<file path="src/rtl/traffic_phase_ctrl.sv">
// Actuated N-approach intersection phase controller: serves demanded approaches
// round-robin through GREEN -> YELLOW -> ALLRED, timed in ticks of a clock divider.
module traffic_phase_ctrl #(
    parameter int NUM_PHASES = 4,
    parameter int TICK_DIV   = 50000000,
    parameter int GREEN_MIN  = 5,
    parameter int GREEN_MAX  = 12,
    parameter int YELLOW_T   = 3,
    parameter int ALLRED_T   = 1
) (
    input  logic                          clk,
    input  logic                          reset,
    input  logic [NUM_PHASES-1:0]         sensor,
    input  logic                          hold,
    output logic [NUM_PHASES-1:0]         green,
    output logic [NUM_PHASES-1:0]         yellow,
    output logic [NUM_PHASES-1:0]         red,
    output logic [$clog2(NUM_PHASES)-1:0] active_phase,
    output logic [1:0]                    state_code,
    output logic [3:0]                    countdown
);
    localparam int PW = $clog2(NUM_PHASES);
    localparam int DW = (TICK_DIV > 1) ? $clog2(TICK_DIV) : 1;
    localparam logic [DW-1:0] DIV_LAST = DW'(TICK_DIV - 1);

    localparam logic [1:0] S_GREEN  = 2'd0;
    localparam logic [1:0] S_YELLOW = 2'd1;
    localparam logic [1:0] S_ALLRED = 2'd2;

    localparam logic [3:0]            CD_RESET   = 4'((GREEN_MIN > 15) ? 15 : GREEN_MIN);
    localparam logic [NUM_PHASES-1:0] LAMP_RESET = NUM_PHASES'(1);

    logic [1:0]            state_reg, state_next;
    logic [PW-1:0]         phase_reg, phase_next;
    logic [DW-1:0]         div_reg, div_next;
    logic [7:0]            elapsed_reg, elapsed_next;
    logic [NUM_PHASES-1:0] demand_reg, demand_next;
    logic [3:0]            countdown_reg, countdown_next;
    logic [NUM_PHASES-1:0] green_reg, green_next;
    logic [NUM_PHASES-1:0] yellow_reg, yellow_next;
    logic [NUM_PHASES-1:0] red_reg, red_next;

    logic [NUM_PHASES-1:0] is_active;
    logic                  other_demand;
    logic                  go;
    logic                  enter_green;
    int                    e1;

    // Ticks remaining in an interval of kind st after el ticks, clamped to 0..15.
    function automatic logic [3:0] cd_value(input logic [1:0] st, input int el);
        int rem;
        case (st)
            S_GREEN:  rem = GREEN_MIN - el;
            S_YELLOW: rem = YELLOW_T - el;
            default:  rem = ALLRED_T - el;
        endcase
        if (rem < 0)  rem = 0;
        if (rem > 15) rem = 15;
        return rem[3:0];
    endfunction

    function automatic logic [PW-1:0] next_phase(input logic [PW-1:0] cur,
                                                 input logic [NUM_PHASES-1:0] dem);
        logic [PW-1:0] pick;
        logic          found;
        int            idx;
        pick  = cur;
        found = 1'b0;
        for (int k = 1; k < NUM_PHASES; k++) begin
            idx = (int'(cur) + k) % NUM_PHASES;
            if (!found && dem[idx]) begin
                pick  = PW'(idx);
                found = 1'b1;
            end
        end
        return pick;
    endfunction

    always_comb begin
        state_next     = state_reg;
        phase_next     = phase_reg;
        div_next       = div_reg;
        elapsed_next   = elapsed_reg;
        countdown_next = countdown_reg;
        go             = 1'b0;
        e1             = int'(elapsed_reg) + 1;
        other_demand   = |(demand_reg & ~is_active);

        if (!hold) begin
            if (div_reg == DIV_LAST) begin
                div_next = '0;
                case (state_reg)
                    S_GREEN:  go = other_demand && (e1 >= GREEN_MIN) &&
                                   (!sensor[phase_reg] || (e1 >= GREEN_MAX));
                    S_YELLOW: go = (e1 == YELLOW_T);
                    default:  go = (e1 == ALLRED_T);
                endcase

                if (go) begin
                    elapsed_next = '0;
                    case (state_reg)
                        S_GREEN:  state_next = S_YELLOW;
                        S_YELLOW: state_next = S_ALLRED;
                        default: begin
                            state_next = S_GREEN;
                            phase_next = next_phase(phase_reg, demand_reg);
                        end
                    endcase
                    countdown_next = cd_value(state_next, 0);
                end else begin
                    elapsed_next   = (elapsed_reg == 8'hFF) ? 8'hFF : elapsed_reg + 8'd1;
                    countdown_next = cd_value(state_reg, int'(elapsed_next));
                end
            end else begin
                div_next = div_reg + DW'(1);
            end
        end

        enter_green = go && (state_reg == S_ALLRED);
    end

    // Demand is never latched for the approach currently holding green; entering green clears it.
    genvar gi;
    generate
        for (gi = 0; gi < NUM_PHASES; gi++) begin : g_approach
            assign is_active[gi]   = (phase_reg == PW'(gi));
            assign demand_next[gi] = (enter_green && (phase_next == PW'(gi))) ? 1'b0 :
                                     (demand_reg[gi] |
                                      (sensor[gi] & !((state_reg == S_GREEN) && is_active[gi])));
            assign green_next[gi]  = (state_next == S_GREEN)  && (phase_next == PW'(gi));
            assign yellow_next[gi] = (state_next == S_YELLOW) && (phase_next == PW'(gi));
            assign red_next[gi]    = !(green_next[gi] || yellow_next[gi]);
        end
    endgenerate

    always_ff @(posedge clk) begin
        if (reset) begin
            state_reg     <= S_GREEN;
            phase_reg     <= '0;
            div_reg       <= '0;
            elapsed_reg   <= '0;
            demand_reg    <= '0;
            countdown_reg <= CD_RESET;
            green_reg     <= LAMP_RESET;
            yellow_reg    <= '0;
            red_reg       <= ~LAMP_RESET;
        end else begin
            state_reg     <= state_next;
            phase_reg     <= phase_next;
            div_reg       <= div_next;
            elapsed_reg   <= elapsed_next;
            demand_reg    <= demand_next;
            countdown_reg <= countdown_next;
            green_reg     <= green_next;
            yellow_reg    <= yellow_next;
            red_reg       <= red_next;
        end
    end

    assign green        = green_reg;
    assign yellow       = yellow_reg;
    assign red          = red_reg;
    assign active_phase = phase_reg;
    assign state_code   = state_reg;
    assign countdown    = countdown_reg;
endmodule

</file>
<file path="config.mk">
export PLATFORM = sky130hd
export DESIGN_NAME = traffic_phase_ctrl
export DESIGN_NICKNAME = d
export VERILOG_FILES = /design/src/rtl/traffic_phase_ctrl.sv
export SDC_FILE = /design/constraint.sdc
export NUM_CORES = 1
export LEC_CHECK = 0
export ABC_AREA = 1
export CAP_MARGIN = 20
export CORE_ASPECT_RATIO = 1.5
export CORE_MARGIN = 2
export CORE_UTILIZATION = 45
export DETAILED_ROUTE_END_ITERATION = 10
export PLACE_DENSITY_LB_ADDON = 0.15
export SYNTH_ARGS = -nofsm -noshare
export SYNTH_HDL_FRONTEND = slang
export SYNTH_SLANG_ARGS = --single-unit
</file>
<file path="constraint.sdc">
create_clock -name clk -period 4.6 [get_ports clk]
set_clock_uncertainty 0.1 [all_clocks]
set_input_delay 0.92 -clock clk [delete_from_list [all_inputs] [get_ports clk]]
set_output_delay 0.92 -clock clk [all_outputs]
set_load 0.005 [all_outputs]
</file>
==> results of run 1 <==
## final cells by class
type                       count  share of cell area
tap                           80              0.0265
clock buffer                  10              0.0365
sequential                    58               0.308
timing repair buffer          27              0.0710
multi-input combinational    337               0.478
inverter                      68              0.0683
clock inverter                 6              0.0113
## logic make-up after synthesis
| family | after synthesis |
|---|---|
| flip-flops | 58 |
| adder cells (fa/ha/maj) | 9 |
| buffers and inverters | 76 |
| AO/OA/AOI/OAI | 74 |
| AND/OR/NAND/NOR | 248 |
| XOR/XNOR | 6 |
## stage by stage
step	setup slack, ns	utilization	hold WS [ns]
after floorplan	2.10	-	0.348
after global placement	1.36	0.504	0.346
after detailed placement	1.31	0.504	0.344
after CTS	1.68	0.529	0.357
after global routing	1.38	0.529	0.384
final	1.62	0.529	0.355
## path summary, 6_finish.rpt
kind                   to  slack, ns  depth (start not counted)
max reg2reg      green[3]       1.88                         13
min reg2reg  countdown[3]       0.36                          2
max           div_reg[23]       1.62                         11
min          countdown[3]       0.36                          2
## power groups by stage
stage                     registers, mW  logic (mW)  clock network, mW
final                             0.508      0.0410              0.428
after global routing              0.508      0.0461              0.460
after CTS                         0.508      0.0412              0.437
after detailed placement          0.520      0.0412                  0
after global placement            0.520      0.0400                  0
after floorplan                   0.519      0.0281                  0
## worst max-delay path, delay by kind of cell
family,cells,cell delay (ns)
AO/OA/AOI/OAI,2,0.22
AND/OR/NAND/NOR,8,1.39
buffers and inverters,1,0.58
## placed cells by master (no fill, tap or decap), types with 3 or more instances in the layout
cell	count
nor2_2	3
nand3_2	5
o21ai_0	21
o22ai_1	8
nor4_1	8
xor2_1	4
inv_1	61
ha_1	9
nand3_1	32
nor2_4	4
nand4_1	11
inv_2	6
nor3b_1	3
nand2_1	100
clkbuf_8	10
dfxtp_1	58
o21ai_1	7
a31oi_1	3
a21oi_1	26
clkdlybuf4s50_1	26
nor3_1	9
nand2_4	3
nand2_2	15
nor2_1	50
## per-layer routing
metal  vias to the layer above  global-route usage
li1                       1605                   -
met1                      1435               0.229
met4                         0               0.112
met2                        53               0.364
met5                         -                   0
met3                        13              0.0308
==> results.yml, run 1 <==
timing:
  slew_viol_final: 0
  fin_crit_ns: 2.98
  tns_ns: 0
  finalHoldViolCount: 0
  slew_headroom: 0.642
  fin_crit_sh: 0.647
  fmax_mhz: 336
  setup_violations: 0
  tightest_slew_ns: 0.535
  rsz0062_at_grt: "no"
worst_setup_path:
  crit_path_start: "hold"
  arrival_ns: 3.11
  path_max_fanout: 8
  cp-end-kind: "flip-flop"
  crit_path_top_delay_cell: "clkdlybuf4s50_1"
  r2r_start: "active_phase[0]"
  path_class: "in -> reg"
  slowest_delay_ns: 0.58
  worstPathCellList: "clkdlybuf4s50_1 -> nor2_1 -> nand3_1 -> nor3b_1 -> nand2_1 -> nor2_1 -> nand2_1 -> nor2_1 -> nand3_1 -> o21ai_0 -> a21oi_1"
  path_common_cell: "nor2_1"
  cp-start-kind: "input pin"
  required_ns: 4.74
power:
  p_sw_frac: 0.253
  power_mw: 0.977
  intPower_mw: 0.730
  seqPwrFrac: 0.520
  p_switching_mw: 0.248
  clock_power_share: 0.438
  ir_worst_vdd_v: 0.000128
  p_comb_frac: 0.042
  power.density_nw_per_um2: 259
  p_leak_nw: 1.52
clock_tree:
  cts_tree: "built"
  cts_buffer_depth: 2
  cts_made_buffers: 9
  root_buffer: "clkbuf_8"
  htreeDepth: 3
  clk_pin_slew_ns: 0.07
  worstSkewPairLatency_ns: 0.34
  clock-sinks: 58
  cts_resized: 0
  postCtsSetupBuffers: 0
  ctsHoldBuffers: 0
logic_synthesis:
  yosysSeqAreaShare: 0.354
  synth_top_cell_area_share: 0.354
  synthTopCellsByArea: "dfxtp_1 35%, nand2_1 11%, inv_1 7.0%"
  synthAdderAreaFrac: 0.0344
  synth_edf_count: 0
  syn-instance-count: 471
  synth_compound_area_frac: 0.130
  postSynthAreaPerCell_sq_um: 6.96
  synthXorXnorAreaFrac: 0.0160
  synthFlopType: "dfxtp_1"
  ys_ff_latch: 58
  synthMuxAreaShare: 0
  synth_most_common_cell: "nand2_1"
  yosysWarnings: 0
  synth_cell_types: 43
  synth_fp_nets: 487
  synth-async-reset-ratio: 0
  synthTopCellsByCount: "100 x nand2_1, 61 x inv_1, 58 x dfxtp_1, 50 x nor2_1, 32 x nand3_1"
  synth_top_family_by_area: "simple AND/OR/NAND/NOR gates"
  synth-simple-area-share: 0.370
  synth_top_area_cell: "dfxtp_1"
  syn_area_sq_um: 3280
cells_and_area:
  instances_no_fill: 586
  drive_above_1_share: 0.121
  area_growth_pct: 15.1
  design_area_sq_um: 3770
  fillers: 716
  multi_input_area_sq_um: 1800
  nets: 517
  largest_register_ffs: 26
  ff_latch_area_sq_um: 1160
  antennaDiodeCount: 0
placement:
  gp_congestion: 0.815
  place_inst: 570
  dpl_cell_area_sq_um: 3590
  port-buffer-count: 26
  dpl.hpwl_mm: 5.93
global_route:
  grt.total_usage: 0.205
  grt_max_degree: 20
  grt_pass1_wl_mm: 12.7
  overflow: 0
  antenna_found_initial: 0
  grt_pass1_vias: 2814
route:
  drt_pass1_iterations: 4
  remaining_drc_errors: 0
  wl_per_cell_microns: 13.0
  drt_iter0_markers: 146
  wl_met2_mm: 4.10
  wl_met3_microns: 162
  dr_total_vias: 3106
  routed.top_layer: "met4"
  drtAntennaViolNets: 0
  vias_per_cell: 5.30
  wl_met1_mm: 3.17
  drt_wl_total_mm: 7.60
worst_hold_path:
  min_from: "countdown[3]"
  hold_path.class: "reg -> reg"
die:
  start_util: 0.459
  fp-row-count: 38
  die_h_microns: 109
  ios: 27
  die_area_sq_um: 7990
  coreArea_sq_um: 7130
  die_x_microns: 73.7
flow_run:
  cap_violations: 0
status:
  status: "complete, no violations"
Note: power is estimated with default switching activity, not from simulation.
==> inputs of run 2 (changes only) <==
==> constraint.sdc (replaced) <==
create_clock -name clk -period 3.1 [get_ports clk]
set_clock_uncertainty 0.1 [all_clocks]
set_input_delay 0.62 -clock clk [delete_from_list [all_inputs] [get_ports clk]]
set_output_delay 0.62 -clock clk [all_outputs]
set_load 0.005 [all_outputs]
==> results.yml, run 2 (synthesis gave the netlist of run 1 again) <==
status:
  status: "complete, no violations"
clock_tree:
  root_buffer: "clkbuf_8"
  ctsHoldBuffers: 0
  cts_tree: "built"
  clk_pin_slew_ns: 0.07
  cts_buffer_depth: 2
  postCtsSetupBuffers: 0
  cts_made_buffers: 9
  clock-sinks: 58
  htreeDepth: 3
  worstSkewPairLatency_ns: 0.35
  cts_resized: 0
global_route:
  grtUsageMet2: 0.380
  overflow: 0
  grt_pass1_vias: 2953
  antenna_found_initial: 0
  grt_pass1_wl_mm: 13.2
  met1_usage: 0.232
  top_usage_layer: "met2"
  grt.total_usage: 0.215
  grtUsageMet3: 0.0606
  grt_max_degree: 19
route:
  remaining_drc_errors: 0
  drtAntennaViolNets: 0
  dr_total_vias: 3150
  drt_iter0_markers: 138
  vias_per_cell: 5.35
  drt_pass1_iterations: 4
  wl_per_cell_microns: 13.2
  drt_wl_total_mm: 7.80
worst_setup_path:
  required_ns: 3.26
  cp-end-kind: "flip-flop"
  arrival_ns: 2.89
  rr_worst_depth: 15
  path_class: "reg -> reg"
  r2r_setup_slack_ns: 0.37
  r2r_end: "demand_reg[3]"
  r2r_start: "active_phase[0]"
  cp-start-kind: "flip-flop"
  path_max_fanout: 15
power:
  p_leak_nw: 1.55
  power_mw: 1.59
  ir_worst_vdd_v: 0.000258
  power.density_nw_per_um2: 416
timing:
  slew_headroom: 0.656
  fmax_mhz: 366
  tns_ns: 0
  tightest_slew_ns: 0.515
  slew_viol_final: 0
  rsz0062_at_grt: "no"
  finalHoldViolCount: 0
  setup_violations: 0
  fin_crit_sh: 0.881
  fin_crit_ns: 2.73
cells_and_area:
  drive_above_1_share: 0.126
  largest_register_ffs: 26
  fillers: 716
  design_area_sq_um: 3830
  layout_common_cells: "100 x nand2_1, 61 x inv_1, 58 x dfxtp_1, 50 x nor2_1, 32 x nand3_1"
  final_common_cell: "nand2_1"
  area_growth_pct: 16.9
  antennaDiodeCount: 0
  nets: 520
die:
  die_area_sq_um: 7990
  fp-row-count: 38
  die_x_microns: 73.7
  coreArea_sq_um: 7130
  ios: 27
  die_h_microns: 109
  start_util: 0.459
placement:
  port-buffer-count: 26
  dpl_cell_area_sq_um: 3610
  gp_congestion: 0.853
  dpl.hpwl_mm: 5.98
worst_hold_path:
  worstHoldEndpoint: "countdown[3]"
  hold_path.class: "reg -> reg"
  min_from: "countdown[3]"
  min_path_cells: 2
flow_run:
  cap_violations: 0
run 2: cell count changes in the layout (fill, tap and decap cells not counted), sizes merged:
cell / delta
clkinv: -1
buf: +3
clkbuf: -1
bufinv: +2
run 2: area by class of cell:
| class | instances | area, sq um | share of cell area |
|---|---|---|---|
| multi-input cells | 337 | 1800 | 0.471 |
| inverters | 68 | 258 | 0.0673 |
| clock buffers | 9 | 124 | 0.0323 |
| clock inverters | 7 | 93.8 | 0.0245 |
| flip-flops and latches | 58 | 1160 | 0.303 |
| well taps | 80 | 100 | 0.0261 |
| repair buffers | 30 | 290 | 0.0758 |
run 2: how the worst max path moves through the flow:
| stage | startpoint | end | depth (start not counted) |
|---|---|---|---|
| finish | active_phase[0] | demand_reg[3] | 15 |
| detailed placement | hold | div_reg[16] | 11 |
| floorplan | hold | div_reg[23] | 11 |
| global route | active_phase[0] | demand_reg[2] | 15 |
| global placement | hold | green[2] | 10 |
| CTS | active_phase[0] | demand_reg[3] | 15 |
run 2: critical path: stages, from the launching register on:
cell and delay, ns:
dfxtp_1 0.64, inv_1 0.27, ha_1 0.39, inv_1 0.05
nand2_1 0.07, nand2_1 0.07, nor2_1 0.12, nand2_1 0.13
nand3_1 0.10, nand2_1 0.10, inv_1 0.07, nand4_1 0.14
nand2_4 0.17, nand3_1 0.09, nand2_1 0.08, inv_1 0.04
run 2: routing by layer:
layer | wire length (microns) | vias up
li1 | - | 1620
met1 | 3230 | 1436
met2 | 4100 | 79
met3 | 294 | 15
met4 | 174 | 0
met5 | 0 | -
run 2: report_power, final:
| group | total [mW] | switching (mW) | internal [mW] |
|---|---|---|---|
| registers | 0.755 | 0.00385 | 0.751 |
| clock network | 0.776 | 0.327 | 0.450 |
| logic | 0.0623 | 0.0399 | 0.0223 |
run 2: through the flow:
stage	instances	worst slack, ns	utilization	hold WS, ns
after CTS	589	0.397	0.537	0.365
final	589	0.369	0.537	0.358
after global placement	573	0.234	0.507	0.349
after detailed placement	573	0.126	0.507	0.349
after global routing	589	0.117	0.537	0.399
after floorplan	471	0.901	-	0.348
==> inputs of run 3 (changes only) <==
--- a/config.mk
+++ b/config.mk
@@ -11,6 +11,7 @@
 export CORE_MARGIN = 2
 export CORE_UTILIZATION = 45
 export DETAILED_ROUTE_END_ITERATION = 10
+export GPL_TIMING_DRIVEN = 0
 export PLACE_DENSITY_LB_ADDON = 0.15
 export SYNTH_ARGS = -nofsm -noshare
 export SYNTH_HDL_FRONTEND = slang
==> constraint.sdc (replaced) <==
create_clock -name clk -period 3 [get_ports clk]
set_clock_uncertainty 0.1 [all_clocks]
set_input_delay 0.6 -clock clk [delete_from_list [all_inputs] [get_ports clk]]
set_output_delay 0.6 -clock clk [all_outputs]
set_load 0.005 [all_outputs]
==> results.yml, run 3 (synthesis gave the netlist of run 1 again) <==
die:
  die_h_microns: 109
  die_area_sq_um: 7990
  die_x_microns: 73.7
  coreArea_sq_um: 7130
  ios: 27
  fp-row-count: 38
  start_util: 0.459
global_route:
  grt_pass1_wl_mm: 12.9
  grt_pass1_vias: 2890
  grt.total_usage: 0.209
  antenna_found_initial: 0
  grt_max_degree: 11
  overflow: 0
timing:
  fin_crit_sh: 0.899
  setup_violations: 0
  tightest_slew_ns: 0.589
  fin_crit_ns: 2.70
  fmax_mhz: 371
  holdWs_ns: 0.357
  finalHoldViolCount: 0
  tns_ns: 0
  slew_viol_final: 0
  slew_headroom: 0.606
  rsz0062_at_grt: "no"
clock_tree:
  ctsHoldBuffers: 0
  postCtsSetupBuffers: 0
  cts_made_buffers: 9
  clk_pin_slew_ns: 0.07
  clock-sinks: 58
  worstSkewPairLatency_ns: 0.34
  cts_tree: "built"
  cts_resized: 0
  htreeDepth: 3
  root_buffer: "clkbuf_8"
  cts_buffer_depth: 2
worst_setup_path:
  required_ns: 3.14
  path_max_fanout: 7
  path_class: "reg -> reg"
  arrival_ns: 2.83
  cp-start-kind: "flip-flop"
  cp-end-kind: "flip-flop"
route:
  wl_per_cell_microns: 13.1
  drt_pass1_iterations: 4
  drt_iter0_markers: 123
  dr_total_vias: 3106
  drt_wl_total_mm: 7.72
  remaining_drc_errors: 0
  vias_per_cell: 5.26
  drtAntennaViolNets: 0
worst_hold_path:
  hold_path.class: "reg -> reg"
placement:
  gp_congestion: 0.835
  port-buffer-count: 24
  place_inst: 575
  dpl.hpwl_mm: 5.98
cells_and_area:
  nets: 522
  instances_no_fill: 591
  layout_common_cells: "100 x nand2_1, 61 x inv_1, 58 x dfxtp_1, 50 x nor2_1, 32 x nand3_1"
  final_common_cell: "nand2_1"
  area_growth_pct: 17.1
  antennaDiodeCount: 0
  largest_register_ffs: 26
  drive_above_1_share: 0.125
power:
  ir_worst_vdd_v: 0.000245
  seqPwrFrac: 0.474
  p_switching_mw: 0.360
  power.density_nw_per_um2: 429
  p_comb_frac: 0.038
  clock_power_share: 0.488
  p_sw_frac: 0.219
  intPower_mw: 1.28
  p_leak_nw: 1.55
flow_run:
  cap_violations: 0
status:
  status: "complete, no violations"
## run 3: cell types whose count changed in the layout (fill, tap and decap cells not counted)
cell	before	now
buf_4	4	2
clkinvlp_4	2	1
clkbuf_8	9	10
clkbuf_1	0	3
buf_1	0	1
clkdlybuf4s50_1	26	24
buf_2	0	1
buf_6	0	2
clkinv_4	1	0
## run 3: final timing paths
path / slack [ns] / endpoint / cells after the start / from
worst min-delay path: 0.36 / countdown[3] / 2 / countdown[3]
worst max-delay path: 0.30 / countdown[1] / 17 / elapsed_reg[0]
worst max register to register: 0.30 / countdown[1] / 17 / elapsed_reg[0]
worst min register to register: 0.36 / countdown[3] / 2 / countdown[3]
## run 3: per-stage QoR
stage | setup slack (ns) | power [mW] | area, sq um | utilization
after floorplan | 0.821 | 0.840 | 3280 | -
after global placement | 0.375 | 0.858 | 3620 | 0.507
after detailed placement | 0.367 | 0.859 | 3620 | 0.507
after CTS | 0.316 | 1.66 | 3840 | 0.538
after global routing | 0.00443 | 1.71 | 3840 | 0.538
final | 0.302 | 1.65 | 3840 | 0.538
## run 3: metal layers
metal | up-vias | GRT usage | share of wire
met5 | - | 0 | 0
met2 | 52 | 0.371 | 0.53
met1 | 1422 | 0.230 | 0.42
li1 | 1618 | - | -
met4 | 0 | 0.100 | 0.023
met3 | 14 | 0.0419 | 0.027
## run 3: power by group through the flow
| stage | Clock (mW) | Combinational (mW) | Sequential, mW |
|---|---|---|---|
| CTS | 0.820 | 0.0624 | 0.780 |
| floorplan | 0 | 0.0432 | 0.796 |
| finish | 0.803 | 0.0619 | 0.780 |
| global placement | 0 | 0.0609 | 0.797 |
| global route | 0.857 | 0.0712 | 0.780 |
| detailed placement | 0 | 0.0621 | 0.797 |
## run 3: worst max-delay path: stages, from the launching register on
cell	delay (ns)
dfxtp_1	0.50
ha_1	0.34
nand2_2	0.10
nor2_4	0.13
nand2_2	0.13
inv_1	0.19
nor2_1	0.11
inv_1	0.06
nand2_1	0.06
inv_1	0.05
ha_1	0.15
inv_1	0.06
nand4_1	0.08
a21oi_1	0.09
nor2_1	0.17
nand2_1	0.09
nand3_1	0.11
nand2_1	0.07
## run 3: cell type report
type,count,area [sq um]
Clock buffer,11,141
Clock inverter,5,77.6
Buffer,8,53.8
Inverter,68,258
Tap cell,80,100
Sequential cell,58,1160
Multi-Input combinational cell,337,1800
Timing Repair Buffer,24,240
Fill cell,726,3300
